## src/rtl/intr_pkg.sv

```systemverilog
// Shared definitions for the interrupt controller: FSM states, register
// offsets within the bridge window and STAT field layout.
package intr_pkg;

    typedef enum logic [1:0] {
        ST_IDLE    = 2'd0,
        ST_REQ     = 2'd1,
        ST_SERVICE = 2'd2
    } state_e;

    localparam logic [1:0] OFS_PEND = 2'd0;
    localparam logic [1:0] OFS_MASK = 2'd1;
    localparam logic [1:0] OFS_TRIG = 2'd2;
    localparam logic [1:0] OFS_STAT = 2'd3;

    // STAT layout: insvc occupies [vec_w-1:0], busy sits directly above it
    localparam int STAT_INSVC_LSB = 0;

    function automatic int stat_busy_bit(input int vec_w);
        return STAT_INSVC_LSB + vec_w;
    endfunction

endpackage

```

## src/rtl/intr_prio_enc.sv

```systemverilog
// Fixed-priority encoder: returns the lowest set index of req_i and whether
// any request bit is set at all.
module intr_prio_enc #(
    parameter int N_IRQ = 6,
    parameter int VEC_W = 3
) (
    input  logic [N_IRQ-1:0] req_i,
    output logic [VEC_W-1:0] idx_o,
    output logic             vld_o
);

    // Scan from the top so the lowest set index is the last one written
    always_comb begin
        idx_o = '0;
        for (int i = N_IRQ - 1; i >= 0; i--) begin
            if (req_i[i]) begin
                idx_o = VEC_W'(i);
            end
        end
    end

    assign vld_o = |req_i;

endmodule

```

## src/rtl/intr_ctrl.sv

```systemverilog
// Memory-mapped interrupt controller: per-source edge/level pending, mask,
// one prioritised request to the CPU and in-service tracking until EOI.
module intr_ctrl
    import intr_pkg::*;
#(
    parameter int N_IRQ = 6,
    parameter int VEC_W = 3
) (
    input  logic             clk,
    input  logic             reset,
    input  logic [N_IRQ-1:0] iIRQ,
    input  logic [1:0]       iAddr,
    input  logic [31:0]      iWData,
    input  logic             iWE,
    output logic [31:0]      oRData,
    output logic             oIRQ,
    output logic [VEC_W-1:0] oVector,
    input  logic             iAck
);

    localparam int BUSY_BIT = stat_busy_bit(VEC_W);

    state_e             state_q, state_d;
    logic [N_IRQ-1:0]   prev_q;
    logic [N_IRQ-1:0]   edge_q, edge_d;
    logic [N_IRQ-1:0]   mask_q, mask_d;
    logic [N_IRQ-1:0]   trig_q, trig_d;
    logic [VEC_W-1:0]   insvc_q, insvc_d;
    logic [VEC_W-1:0]   vec_q, vec_d;
    logic               irq_q, irq_d;

    logic [N_IRQ-1:0]   pend_eff;
    logic [N_IRQ-1:0]   req;
    logic [N_IRQ-1:0]   w1c;
    logic [N_IRQ-1:0]   ack_clr;
    logic [VEC_W-1:0]   sel;
    logic               any_req;
    logic               wr_pend, wr_mask, wr_trig, wr_stat;
    logic               busy;
    logic               unused_wdata_hi;

    assign wr_pend = iWE && (iAddr == OFS_PEND);
    assign wr_mask = iWE && (iAddr == OFS_MASK);
    assign wr_trig = iWE && (iAddr == OFS_TRIG);
    assign wr_stat = iWE && (iAddr == OFS_STAT);

    // Only the low N_IRQ bits of a write carry register content
    assign unused_wdata_hi = ^iWData[31:N_IRQ];

    // Edge sources read their sticky bit, level sources read the live line
    assign pend_eff = (trig_q & edge_q) | (~trig_q & iIRQ);
    assign req      = pend_eff & mask_q;
    assign busy     = (state_q == ST_SERVICE);

    intr_prio_enc #(
        .N_IRQ (N_IRQ),
        .VEC_W (VEC_W)
    ) u_prio (
        .req_i (req),
        .idx_o (sel),
        .vld_o (any_req)
    );

    always_comb begin
        state_d = state_q;
        irq_d   = irq_q;
        vec_d   = vec_q;
        insvc_d = insvc_q;
        ack_clr = '0;
        unique case (state_q)
            ST_IDLE: begin
                if (any_req) begin
                    state_d = ST_REQ;
                    irq_d   = 1'b1;
                    vec_d   = sel;
                end
            end
            ST_REQ: begin
                // An acknowledge refers to the vector the CPU saw, so it
                // takes precedence over the request disappearing.
                if (iAck) begin
                    insvc_d = vec_q;
                    ack_clr = N_IRQ'(1) << vec_q;
                    irq_d   = 1'b0;
                    state_d = ST_SERVICE;
                end else if (!any_req) begin
                    irq_d   = 1'b0;
                    state_d = ST_IDLE;
                end else begin
                    vec_d   = sel;
                end
            end
            ST_SERVICE: begin
                if (wr_stat) begin
                    state_d = ST_IDLE;
                end
            end
            default: begin
                state_d = ST_IDLE;
                irq_d   = 1'b0;
            end
        endcase
    end

    // A new rising edge overrides any clear arriving in the same cycle
    assign w1c    = wr_pend ? iWData[N_IRQ-1:0] : '0;
    assign edge_d = ((edge_q & ~w1c & ~ack_clr) | (iIRQ & ~prev_q)) & trig_q;
    assign mask_d = wr_mask ? iWData[N_IRQ-1:0] : mask_q;
    assign trig_d = wr_trig ? iWData[N_IRQ-1:0] : trig_q;

    always_ff @(posedge clk) begin
        if (reset) begin
            state_q <= ST_IDLE;
            prev_q  <= '0;
            edge_q  <= '0;
            mask_q  <= '0;
            trig_q  <= '0;
            insvc_q <= '0;
            vec_q   <= '0;
            irq_q   <= 1'b0;
        end else begin
            state_q <= state_d;
            prev_q  <= iIRQ;
            edge_q  <= edge_d;
            mask_q  <= mask_d;
            trig_q  <= trig_d;
            insvc_q <= insvc_d;
            vec_q   <= vec_d;
            irq_q   <= irq_d;
        end
    end

    always_comb begin
        oRData = '0;
        unique case (iAddr)
            OFS_PEND: oRData[N_IRQ-1:0] = pend_eff;
            OFS_MASK: oRData[N_IRQ-1:0] = mask_q;
            OFS_TRIG: oRData[N_IRQ-1:0] = trig_q;
            OFS_STAT: begin
                oRData[STAT_INSVC_LSB +: VEC_W] = insvc_q;
                oRData[BUSY_BIT]                = busy;
            end
            default:  oRData = '0;
        endcase
    end

    assign oIRQ    = irq_q;
    assign oVector = vec_q;

endmodule

```

## config.mk

```make
export PLATFORM = sky130hd
export DESIGN_NAME = intr_ctrl
export DESIGN_NICKNAME = d
export VERILOG_FILES = /design/src/rtl/intr_pkg.sv /design/src/rtl/intr_prio_enc.sv /design/src/rtl/intr_ctrl.sv
export SDC_FILE = /design/constraint.sdc
export NUM_CORES = 1
export LEC_CHECK = 0
export BUFFER_PORTS_ARGS = -buffer_cell sky130_fd_sc_hd__buf_2
export CORE_ASPECT_RATIO = 0.7
export CORE_MARGIN = 2
export CORE_UTILIZATION = 25
export DETAILED_ROUTE_END_ITERATION = 12
export PLACE_DENSITY = 0.54
export REMOVE_ABC_BUFFERS = 1
export SLEW_MARGIN = 10
export SYNTH_ARGS = -nofsm -noshare
export SYNTH_HDL_FRONTEND = slang
export SYNTH_SLANG_ARGS = --single-unit
```

## constraint.sdc

```tcl
create_clock -name clk -period 2.3 [get_ports clk]
set_clock_uncertainty 0.1 [all_clocks]
set_input_delay 0.69 -clock clk [delete_from_list [all_inputs] [get_ports clk]]
set_output_delay 0.69 -clock clk [all_outputs]
set_load 0.02 [all_outputs]
```

==> impl_metrics.ini, run 1 <==
[run_status]
status = finished with violations
violations = negative setup slack

[logic_synthesis]
ys.flop_type = dfxtp_1
yosysTopAreaCell = dfxtp_1
synthDominantCellAreaShare = 0.3753
yosysWarnings = 0
ys_async_sr_fraction = 0
syn_area_per_cell_um2 = 8.846
seq_area_frac_synth = 0.3753
synthTopCellsByArea = dfxtp_1 38%, buf_4 11%, mux2i_1 5.1%, mux4_2 5.1%, nand2_1 5.1%
synth_area_um2 = 1760
synth-edff-count = 0
synth_cell_types = 43
synth_cells = 199
ys_ff_latch = 33

[worst_setup_path]
crit_type = in2out
crit_fanout = 2
worstPathRequired_ns = 1.51
critPathArrivalTime_ns = 1.70
reg2regPathDepth = 7
reg2reg_slack_ns = 0.40
crit-reg2reg-capture = oVector[0]
rr_startpoint = trig_q[1]
critPathLaunchType = input port
end_kind = output pin

[timing]
worst_pin_slew_ns = 0.4988
relSlewSlack = 0.6665
finalCritPeriodShare = 1.083
setup_viol = 4
fmax_ghz = 0.4015
min_period_ns = 2.491
hold_slack_ns = 0.3599
rsz0062_at_grt = true
hold_viol = 0
finalMaxSlewViolations = 0
worst_slack_ns = -0.1907

[placement]
globalplace.congestion = 0.8564
portBuffers = 27
hpwl_um = 3327

[final_layout]
layout_common_cells = 32 x dfxtp_1, 26 x conb_1, 24 x nand2_1, 21 x buf_4, 17 x buf_2
antenna_cells = 0
area_growth_pct = 24.45
nNetsFinal = 289
final_common_cell = dfxtp_1
drive_gt1_frac = 0.2857

[grt]
gr-usage-all-layers = 0.1205
antenna_found_initial = 0
grt_pass1_vias = 1420
grt_remaining_overflow = 0
grt_first_pass_wirelength_um = 7134
grt_max_degree = 20

[pwr]
p_comb_frac = 0.185
p_clk_frac = 0.339
p_int_mw = 0.9275
total_power_mw = 1.277
leakage_nw = 0.9899
seqPwrFrac = 0.476
swShare = 0.2738
peakVddDrop_mv = 0.2947
switchingPower_mw = 0.3496
power_density_nw_per_um2 = 582.9

[drt]
first_pass_iters = 4
drt_iter0_drc = 84
drc = 0
wire_per_inst_um = 12.95
totalWireLength_um = 4389
ant_nets = 0
vias_per_cell = 4.295
vias = 1456

[hold_path]
hold_start = oIRQ
hold_depth = 2
hp-class = reg2reg
hold_path_end = oIRQ

[die]
io_pins = 80
dieArea_um2 = 7740
core_area_um2 = 6788
die_x_um = 104.3
initial_core_util = 0.2594
die_h_um = 74.21
core.rowCount = 25

[cts]
cts-root-buf = clkbuf_8
htreeDepth = 2
clkTransAtPathRegs_ns = 0.06
cts_buffers = 5
cts_tree = yes
clock_latency_ns = 0.28
cts_hold_buf = 0
cts_sinks = 33
clk_path_buf_depth = 2

[flow_run]
cap_violations = 0
[cell families (layout without fill, tap and decap cells)]
logic type             count (synthesis)  after routing  synth area share
AO/OA/AOI/OAI                         35             35            0.1379
buffers and inverters                 44             65            0.1528
flip-flops                            33             33            0.3753
multiplexers                          18             18            0.1386
other                                  1             26          0.002130
AND/OR/NAND/NOR                       68             68            0.1933
[stage by stage]
step                cell area, um2  std cells  setup TNS, ns  setup slack (ns)  utilization
finish                        2191        339        -0.7244           -0.1907       0.3228
detailed placement            1999        328        -0.9900           -0.2121       0.2946
global placement              1999        328         -1.073           -0.2132       0.2946
global route                  2191        339        -0.7902           -0.2107       0.3228
CTS                           2172        337        -0.6873           -0.1759       0.3200
floorplan                     1627        191              0          0.003315            -
[state kept, by name, summed over array words and instances (netlist names)]
register / count
insvc_q: 3
prev_q: 6
state_q: 2
edge_q: 6
trig_q: 6
oIRQ: 1
mask_q: 6
oVector: 3
[critical path: stages]
cell and delay [ns]:
buf_6 0.09, mux2_4 0.28, mux4_2 0.49, buf_6 0.15
[layout make-up]
cell class                 count  area, um2
timing repair buffer          47      340.3
multi-input combinational    147      943.4
sequential                    33      661.9
fill                         725       4597
tap                           94      117.6
clock buffer                   7      86.33
inverter                      11      41.29
[how the worst max path moves through the flow]
stage	from	endpoint	depth (start not counted)
final	iIRQ[0]	oRData[0]	4
after global routing	iIRQ[0]	oRData[0]	4
after CTS	iIRQ[2]	oRData[2]	4
after detailed placement	iIRQ[0]	oRData[0]	4
after global placement	iIRQ[1]	oRData[1]	4
after floorplan	iIRQ[5]	oRData[5]	3
[power by group through the flow]
stage / Combinational (mW) / Sequential (mW) / Clock, mW
finish: 0.237 / 0.608 / 0.432
CTS: 0.233 / 0.608 / 0.448
global placement: 0.214 / 0.619 / 0
floorplan: 0.120 / 0.623 / 0
global route: 0.259 / 0.611 / 0.470
detailed placement: 0.215 / 0.620 / 0
[routing by layer]
metal | vias up | part of all wire | GRT usage | wire (um)
li1 | 731 | - | - | -
met1 | 681 | 0.53 | 0.1664 | 2331
met2 | 42 | 0.41 | 0.1765 | 1784
met3 | 2 | 0.057 | 0.03506 | 251
met4 | 0 | 0.0050 | 0.05105 | 22
met5 | - | 0 | 0 | 0
[synth_stat cells (2+ instances only)]
master,number
nor2_1,16
and3_1,5
inv_1,11
nor3b_2,2
a21oi_1,11
o21ai_0,4
nand2_1,24
nor2b_1,4
mux2_2,3
nand3_1,10
buf_2,5
mux4_2,4
dfxtp_1,33
o21ai_1,3
mux2_4,2
nand3b_1,2
mux2i_1,9
buf_4,26
[what timing repair did]
action,in CTS,in global routing
setup buffers,2,2
endpoints found under the setup margin,6,6
endpoints found under the hold margin,0,0
gates resized for setup,19,3
Note: power is estimated with default switching activity, not from simulation.
==> run 2, diff against run 1 <==
--- a/config.mk
+++ b/config.mk
@@ -5,9 +5,9 @@
 export SDC_FILE = /design/constraint.sdc
 export NUM_CORES = 1
 export LEC_CHECK = 0
+export ABC_AREA = 1
 export BUFFER_PORTS_ARGS = -buffer_cell sky130_fd_sc_hd__buf_2
 export CORE_ASPECT_RATIO = 0.7
-export CORE_MARGIN = 2
 export CORE_UTILIZATION = 25
 export DETAILED_ROUTE_END_ITERATION = 12
 export PLACE_DENSITY = 0.54
==> impl_metrics.ini, run 2 <==
[logic_synthesis]
synthDominantCellAreaShare = 0.3700
synthTopCellsByCount = 44 x nand2_1, 33 x dfxtp_1, 33 x inv_1, 26 x buf_4, 25 x nor2_1
yosysMostFrequentCell = nand2_1
synth-edff-count = 0
syn_area_per_cell_um2 = 7.085
ys.flop_type = dfxtp_1
synthTopCellsByArea = dfxtp_1 37%, buf_4 11%, nand2_1 9.3%, inv_1 6.9%, a21oi_1 5.3%
yosysWarnings = 0
synth_cells = 252
yosysTopAreaCell = dfxtp_1
ys_async_sr_fraction = 0
seq_area_frac_synth = 0.3700
ys_ff_latch = 33
synth_area_um2 = 1785
synth_cell_types = 28

[die]
die_h_um = 72.71
core.rowCount = 25
dieArea_um2 = 7489
die_x_um = 103.0
initial_core_util = 0.2618
core_area_um2 = 6819
io_pins = 80

[hold_path]
hp-class = reg2reg

[timing]
worst_slack_ns = 0.03232
finalMaxSlewViolations = 0
worst_pin_slew_ns = 0.5106
fmax_ghz = 0.4410
relSlewSlack = 0.6592
finalCritPeriodShare = 0.9859
setup_viol = 0
min_period_ns = 2.268
hold_viol = 0

[grt]
grt_first_pass_wirelength_um = 6920
grt_max_degree = 18
antenna_found_initial = 0
grt_remaining_overflow = 0
gr-usage-all-layers = 0.1261
grt_pass1_vias = 1411

[final_layout]
layout_common_cells = 43 x nand2_1, 33 x dfxtp_1, 30 x inv_1, 26 x conb_1, 25 x nor2_1
multi_input_area_um2 = 905.9
n_fill_cell = 772
final_common_cell = nand2_1
ff_latch_area_um2 = 660.6
fin_area_um2 = 2145
area_growth_pct = 20.11
nNetsFinal = 331
antenna_cells = 0
drive_gt1_frac = 0.2334
fin_cells = 381

[drt]
drc = 0
ant_nets = 0
vias = 1588
totalWireLength_um = 4405
first_pass_iters = 4
drt_iter0_drc = 93
wire_per_inst_um = 11.56
vias_per_cell = 4.168

[placement]
globalplace.congestion = 0.7825
hpwl_um = 3382
place_inst = 374
portBuffers = 27
place_ws_ns = -0.08607
placed_area_um2 = 1963

[worst_setup_path]
crit_type = in2out
critPathArrivalTime_ns = 1.48
worstPathRequired_ns = 1.51
end_kind = output pin
crit_fanout = 6
critPathLaunchType = input port

[flow_run]
cap_violations = 0

[pwr]
leakage_nw = 0.9294
peakVddDrop_mv = 0.1942
total_power_mw = 1.358
power_density_nw_per_um2 = 633.3

[cts]
cts-root-buf = clkbuf_8
cts_sinks = 33
cts_tree = yes
htreeDepth = 2
cts_buffers = 5
clock_latency_ns = 0.29
clk_path_buf_depth = 2
clkTransAtPathRegs_ns = 0.06

[run_status]
status = complete, no violations
## run 2: changes by cell type after synthesis, sizes merged, moves of 5 or more
cell	delta
o21ai	+11
mux2i	-9
a21oi	+9
nor3	+6
mux2	-5
nand2	+24
inv	+28
nor2	+14
and3	-5
## run 2: metal layers
layer / wire length (um) / GRT usage
met2: 1761 / 0.1756
met5: 0 / 0
met4: 47 / 0.04225
met3: 271 / 0.03640
met1: 2325 / 0.1837
## run 2: layout make-up
class / count / share of cell area
clock buffer: 7 / 0.04026
inverter: 39 / 0.07176
sequential: 33 / 0.3081
tap: 94 / 0.05484
multi-input combinational: 175 / 0.4224
timing repair buffer: 33 / 0.1027
## run 2: metrics by stage
stage,setup TNS [ns],util,hold WS [ns]
6_report,0,0.3145,0.3768
5_1_grt,-0.0004902,0.3145,0.4047
4_1_cts,0,0.3055,0.3781
3_5_place_dp,-0.3241,0.2879,0.3677
3_3_place_gp,-0.3792,0.2879,0.3539
2_1_floorplan,0,-,0.3305
## run 2: cells by family after synthesis
| kind of cell | after synthesis | synth area share |
|---|---|---|
| compound gates | 52 | 0.1724 |
| flops | 33 | 0.3700 |
| buf+inv | 69 | 0.2032 |
| other cells | 1 | 0.002100 |
| simple gates | 97 | 0.2523 |
## run 2: final timing paths
kind	startpoint	endpoint	slack (ns)	cells past startpoint
setup / recovery	iAddr[0]	oRData[2]	0.03	6
hold / removal	mask_q[4]	mask_q[4]	0.38	2
setup reg to reg	trig_q[1]	oVector[0]	0.89	8
hold reg to reg	mask_q[4]	mask_q[4]	0.38	2
## run 2: worst max-delay path: stages
cell and delay [ns]:
buf_6 0.09, inv_2 0.05, nor2_4 0.19, inv_4 0.08, o2111ai_4 0.22, buf_6 0.15
## run 2: power by group
part           leakage (nW)  internal (mW)  switching, mW
logic                 0.615         0.0949          0.195
registers             0.270          0.604         0.0216
clock network        0.0443          0.237          0.205
## run 2: what timing repair did
action / CTS / global route
pin swaps: 0 / 2
setup buffers: 0 / 0
hold buffers: 0 / 0
endpoints found under the hold margin: 0 / 0
setup endpoints to repair: 6 / 4
resized for setup: 12 / 13
